<file path="src/rtl/cell_pos_ctrl.sv">
// Cell position RAM controller: streams a cell's particles to the force pipeline and arbitrates the RAM port with motion-update writes.
// Optional count clamping and the sticky cnt_err flag are enabled by defining CELL_POS_CTRL_COUNT_CHECK_EN.
module cell_pos_ctrl #(
    parameter int DATA_WIDTH   = 96,
    parameter int ADDR_WIDTH   = 8,
    parameter int PARTICLE_NUM = 220
) (
    input  logic                  clk,
    input  logic                  rst,
    input  logic                  rd_start,
    output logic                  rd_busy,
    output logic                  rd_done,
    output logic                  out_valid,
    output logic [DATA_WIDTH-1:0] out_data,
    output logic [ADDR_WIDTH-1:0] out_pid,
    output logic                  out_last,
    output logic                  cnt_err,
    input  logic                  wr_req,
    input  logic [ADDR_WIDTH-1:0] wr_addr,
    input  logic [DATA_WIDTH-1:0] wr_data,
    output logic                  wr_ack,
    output logic [ADDR_WIDTH-1:0] ram_address,
    output logic [DATA_WIDTH-1:0] ram_data,
    output logic                  ram_rden,
    output logic                  ram_wren,
    input  logic [DATA_WIDTH-1:0] ram_q
);

    typedef enum logic [2:0] {
        IDLE, WRITE, RD_CNT, WAIT_CNT, STREAM, DRAIN, DONE
    } state_t;

    state_t                  state, state_nxt;
    logic                    wait_q, wait_nxt;
    logic                    pending, pending_nxt;
    logic [ADDR_WIDTH-1:0]   cnt, cnt_nxt;
    logic [ADDR_WIDTH-1:0]   n_raw, n_eff;
    logic                    wr_grant;
    logic                    cnt_capture;

    logic [ADDR_WIDTH-1:0]   addr_nxt;
    logic [DATA_WIDTH-1:0]   data_nxt;
    logic                    rden_nxt, wren_nxt, busy_nxt, done_nxt;
    logic                    vld0_nxt, last0_nxt;

    logic                    vld_p0, vld_p1, vld_p2;
    logic [ADDR_WIDTH-1:0]   pid_p0, pid_p1, pid_p2;
    logic                    last_p0, last_p1, last_p2;

    assign n_raw       = ram_q[ADDR_WIDTH-1:0];
    assign cnt_capture = (state == WAIT_CNT) && wait_q;

`ifdef CELL_POS_CTRL_COUNT_CHECK_EN
    localparam logic [ADDR_WIDTH-1:0] MAX_CNT = ADDR_WIDTH'(PARTICLE_NUM - 1);
    logic err_q;

    function automatic logic [ADDR_WIDTH-1:0] clamp_cnt(input logic [ADDR_WIDTH-1:0] n);
        return (n > MAX_CNT) ? MAX_CNT : n;
    endfunction

    assign n_eff   = clamp_cnt(n_raw);
    assign cnt_err = err_q;

    always_ff @(posedge clk) begin
        if (rst)
            err_q <= 1'b0;
        else if (cnt_capture && (n_raw > MAX_CNT))
            err_q <= 1'b1;
    end
`else
    assign n_eff   = n_raw;
    assign cnt_err = 1'b0;
`endif

    // A read that is pending always wins over a new write so the stream cannot starve.
    assign wr_grant = (state == IDLE) && wr_req && !pending && !rst;
    assign wr_ack   = wr_grant;
    assign out_data = ram_q;

    always_ff @(posedge clk) begin
        if (rst) begin
            state   <= IDLE;
            wait_q  <= 1'b0;
            pending <= 1'b0;
            cnt     <= '0;
        end else begin
            state   <= state_nxt;
            wait_q  <= wait_nxt;
            pending <= pending_nxt;
            cnt     <= cnt_nxt;
        end
    end

    always_comb begin
        state_nxt = state;
        case (state)
            IDLE:     if (wr_grant) state_nxt = WRITE;
                      else if (rd_start || pending) state_nxt = RD_CNT;
            WRITE:    state_nxt = (pending || rd_start) ? RD_CNT : IDLE;
            RD_CNT:   state_nxt = WAIT_CNT;
            WAIT_CNT: if (wait_q) state_nxt = (n_eff == '0) ? DONE : STREAM;
            STREAM:   if (ram_address == cnt) state_nxt = DRAIN;
            DRAIN:    if (wait_q) state_nxt = DONE;
            DONE:     state_nxt = IDLE;
            default:  state_nxt = IDLE;
        endcase
    end

    always_comb begin
        wait_nxt    = ((state == WAIT_CNT) || (state == DRAIN)) && !wait_q;
        pending_nxt = (pending || (wr_grant && rd_start)) && (state_nxt != RD_CNT);
        cnt_nxt     = cnt_capture ? n_eff : cnt;

        addr_nxt = '0;
        data_nxt = '0;
        rden_nxt = 1'b0;
        wren_nxt = 1'b0;
        vld0_nxt = 1'b0;
        case (state_nxt)
            WRITE: begin
                addr_nxt = wr_addr;
                data_nxt = wr_data;
                wren_nxt = 1'b1;
            end
            RD_CNT: rden_nxt = 1'b1;
            STREAM: begin
                rden_nxt = 1'b1;
                vld0_nxt = 1'b1;
                addr_nxt = (state == STREAM) ? ram_address + ADDR_WIDTH'(1) : ADDR_WIDTH'(1);
            end
            default: ;
        endcase
        last0_nxt = vld0_nxt && (addr_nxt == cnt_nxt);
        busy_nxt  = (state_nxt == RD_CNT) || (state_nxt == WAIT_CNT) ||
                    (state_nxt == STREAM) || (state_nxt == DRAIN);
        done_nxt  = (state_nxt == DONE);
    end

    // Stage p0 travels with the RAM address; p1/p2 follow the 2-cycle RAM read latency.
    always_ff @(posedge clk) begin
        if (rst) begin
            ram_address <= '0;
            ram_data    <= '0;
            ram_rden    <= 1'b0;
            ram_wren    <= 1'b0;
            rd_busy     <= 1'b0;
            rd_done     <= 1'b0;
            vld_p0 <= 1'b0; pid_p0 <= '0; last_p0 <= 1'b0;
            vld_p1 <= 1'b0; pid_p1 <= '0; last_p1 <= 1'b0;
            vld_p2 <= 1'b0; pid_p2 <= '0; last_p2 <= 1'b0;
        end else begin
            ram_address <= addr_nxt;
            ram_data    <= data_nxt;
            ram_rden    <= rden_nxt;
            ram_wren    <= wren_nxt;
            rd_busy     <= busy_nxt;
            rd_done     <= done_nxt;
            vld_p0 <= vld0_nxt; pid_p0 <= addr_nxt; last_p0 <= last0_nxt;
            vld_p1 <= vld_p0;   pid_p1 <= pid_p0;   last_p1 <= last_p0;
            vld_p2 <= vld_p1;   pid_p2 <= pid_p1;   last_p2 <= last_p1;
        end
    end

    assign out_valid = vld_p2;
    assign out_pid   = vld_p2 ? pid_p2 : '0;
    assign out_last  = last_p2;

endmodule
</file>
<file path="config.mk">
export PLATFORM = sky130hd
export DESIGN_NAME = cell_pos_ctrl
export DESIGN_NICKNAME = d
export VERILOG_FILES = /design/src/rtl/cell_pos_ctrl.sv
export SDC_FILE = /design/constraint.sdc
export NUM_CORES = 1
export LEC_CHECK = 0
export BUFFER_PORTS_ARGS = -buffer_cell sky130_fd_sc_hd__buf_2
export CORE_AREA = 8 8 156 158
export CTS_CLUSTER_DIAMETER = 30
export DETAILED_ROUTE_END_ITERATION = 8
export DIE_AREA = 0 0 164 166
export GPL_TIMING_DRIVEN = 0
export PLACE_DENSITY = 0.57
export SLEW_MARGIN = 20
export SYNTH_ARGS = -nofsm -noshare
export SYNTH_HDL_FRONTEND = slang
export SYNTH_SLANG_ARGS = --single-unit
</file>
<file path="constraint.sdc">
create_clock -name clk -period 3.1 [get_ports clk]
set_input_delay 0.31 -clock clk [delete_from_list [all_inputs] [get_ports clk]]
set_output_delay 0.31 -clock clk [all_outputs]
set_load 0.1 [all_outputs]
</file>
==> metrics.md <==
| Metric | Value |
|---|---|
| Post-CTS sizing | 0 |
| Post-synthesis cell type count | 35 |
| Register area share after synthesis | 54.3% |
| Period utilization | 81.6% |
| Vias in the first global route | 4932 |
| Outcome | completed |
| P per Cell Area | 703 nW/um^2 |
| Unrepaired setup endpoints after global routing | false |
| Final setup margin | 571 ps |
| VDD IR max | 0.286 mV |
| # rows | 55 |
| WP data required | 2790 ps |
| Via-to-Cell Ratio | 3.99 |
| Layout cell share with drive strength beyond 1 | 53.7% |
| TritonCTS buffer count | 17 |
| Worst min path class | primary input to register |
| # clock sinks | 143 |
| Slew @ Worst Pin | 806 ps |
| Max Freq | 395 MHz |
| Vert. Die Dim | 166 microns |
| Via Count | 4618 |
| CP Launch Type | register |
| Share of flip-flops with an asynchronous set or reset | 0% |
| WL final | 18.6 mm |
| CP Data Arrival Time | 2220 ps |
| Initial Utilization | 23.9% |
| Total grt overflow | 0 |
| H-tree Lvls | 4 |
| DR iter-0 viols | 179 |
| Drt drc | 0 |
| Worst slew margin | 46.1% |
| Mapped Cells | 511 |
| Yosys warnings | 0 |
| WS Path Type | register to output port |
| Antenna Cells | 0 |
| CTS tree | yes |
| Clock transition at path regs | 70 ps |
| Tmin final | 2530 ps |
| Syn Area/Cell | 10.3 sq um |
| Netlist Area Pre-Place | 5280 sq um |
| Post-Syn Nets | 716 |
| #FFs+latches synth | 143 |
| First-pass iteration count of the detailed router | 4 |
| Post-CTS setup buffer count | 0 |
| Setup WS pre-CTS | 418 ps |
| Die Wd | 164 microns |
| Root buf cell | clkbuf_16 |
| Ys flop type | dfxtp_1 |
| CP max FO | 10 |
| Post-route ant nets | 0 |
| Post-Route Skew | 10.8 ps |
| I/O pins | 420 |
| Setup TNS | 0 ps |
| Longest Clk Path Bufs | 2 |
| Slew Viols, Final | 0 |
| Final setup viols | 0 |
| Post-synth EDFFs | 0 |
| Worst setup EP type | output port |
| Core Area | 22100 sq um |
| Post-CTS Hold Buffers | 0 |
| GPL Wtd Cong | 0.789 |
| Antenna violations before repair | 1 |
| Lkg Pwr | 4.43 nW |
| Most common cell after layout, fill and taps aside | buf_2 |
| Port Buffers | 329 |
| Die ar. | 27200 sq um |
| Largest net degree at the start of global routing | 17 |
| Worst-Skew Late Latency | 420 ps |
| Final nets | 1064 |
| Average wire per standard cell | 16.1 microns |
| Syn-to-layout area delta | 50.3% |
| GRT Util Overall | 13.0% |
| Max cap viols | 0 |
| Commonest non-fill, non-tap cells in the layout | buf_2, dfxtp_1, and3_1 |
| Hpwl dp | 15.2 mm |
| First-pass GRT wire length | 27.3 mm |
| Final Hold Viols | 0 |
-- per-stage QoR --
step	utilization (%)	total power (W)	instance area, sq um	cells	hold slack (ps)
2_1_floorplan	-	0.00312	5280	511	414
3_3_place_gp	33.0	0.00338	7280	1125	419
3_5_place_dp	33.0	0.00338	7280	1125	421
4_1_cts	35.9	0.00565	7930	1157	89.1
5_1_grt	35.9	0.00577	7930	1157	94.1
6_report	35.9	0.00557	7930	1157	112
-- sequential cells by signal, summed over array words and instances, names as in the netlist, 3 cells and up --
name	flops
state	3
cnt	8
ram_data	96
pid_p0	8
pid_p1	8
pid_p2	8
-- logic make-up after synthesis --
| kind of cell | after synthesis | share of synthesized area (%) |
|---|---|---|
| simple gates | 185 | 21.2 |
| other cells | 1 | 0.0711 |
| flops | 143 | 54.3 |
| xor+xnor | 22 | 3.65 |
| compound gates | 21 | 2.32 |
| mux | 11 | 2.09 |
| buf+inv | 127 | 16.2 |
| fa+ha+maj | 1 | 0.237 |
-- layer usage --
metal | GRT usage, % | vias up | share of wire [%]
met1 | 13.7 | 2075 | 38
met5 | 0 | - | 0.064
li1 | - | 2284 | -
met3 | 4.34 | 13 | 8.8
met4 | 4.23 | 2 | 1.2
met2 | 23.8 | 244 | 52
-- path summary, 6_finish.rpt --
| kind | start | to | slack (ps) | cells past startpoint |
|---|---|---|---|---|
| worst min-delay path | wr_data[48] | ram_data[48] | 110 | 2 |
| worst max register to register | state[1] | last_p0 | 600 | 8 |
| worst min register to register | pid_p1[7] | pid_p2[7] | 430 | 1 |
| worst max-delay path | state[0] | wr_ack | 570 | 4 |
-- power by group --
part           total (W)  internal (W)  leakage (nW)  switching, W
Sequential       0.00193       0.00190          1.16     0.0000231
Combinational    0.00140      0.000271          2.95       0.00113
Clock            0.00224       0.00138         0.318      0.000859
Total            0.00557       0.00355          4.43       0.00202
-- critical path: stages, from the launching register on --
cell     delay [ps]
dfxtp_1         400
or4b_4          610
nor3_4          180
buf_6           170
buf_2           440
-- Yosys cell counts, types with 2 or more instances --
| library cell | instances | area share, % |
|---|---|---|
| and2_1 | 9 | 1.1 |
| nor4_1 | 2 | 0.24 |
| dfxtp_1 | 143 | 54 |
| a21oi_1 | 7 | 0.66 |
| o21ai_0 | 6 | 0.57 |
| xor2_1 | 12 | 2.0 |
| nand2_1 | 11 | 0.78 |
| mux2i_1 | 11 | 2.1 |
| nor2_1 | 20 | 1.4 |
| xnor2_1 | 10 | 1.7 |
| and3_1 | 98 | 12 |
| o21ai_1 | 2 | 0.19 |
| clkbuf_1 | 24 | 1.7 |
| buf_2 | 4 | 0.38 |
| buf_4 | 97 | 14 |
| nand3_1 | 5 | 0.47 |
| nor2b_1 | 27 | 3.2 |
| o21a_1 | 2 | 0.28 |
| nand4_1 | 5 | 0.59 |
-- cell type report --
type,count,area (sq um)
clock buffers,17,425
repair buffers,329,1650
clock inverters,15,224
well taps,285,357
multi-input cells,241,1560
flip-flops and latches,143,2860
fillers,2275,14200
plain buffers,127,853
(Power assumes the default switching activity.)
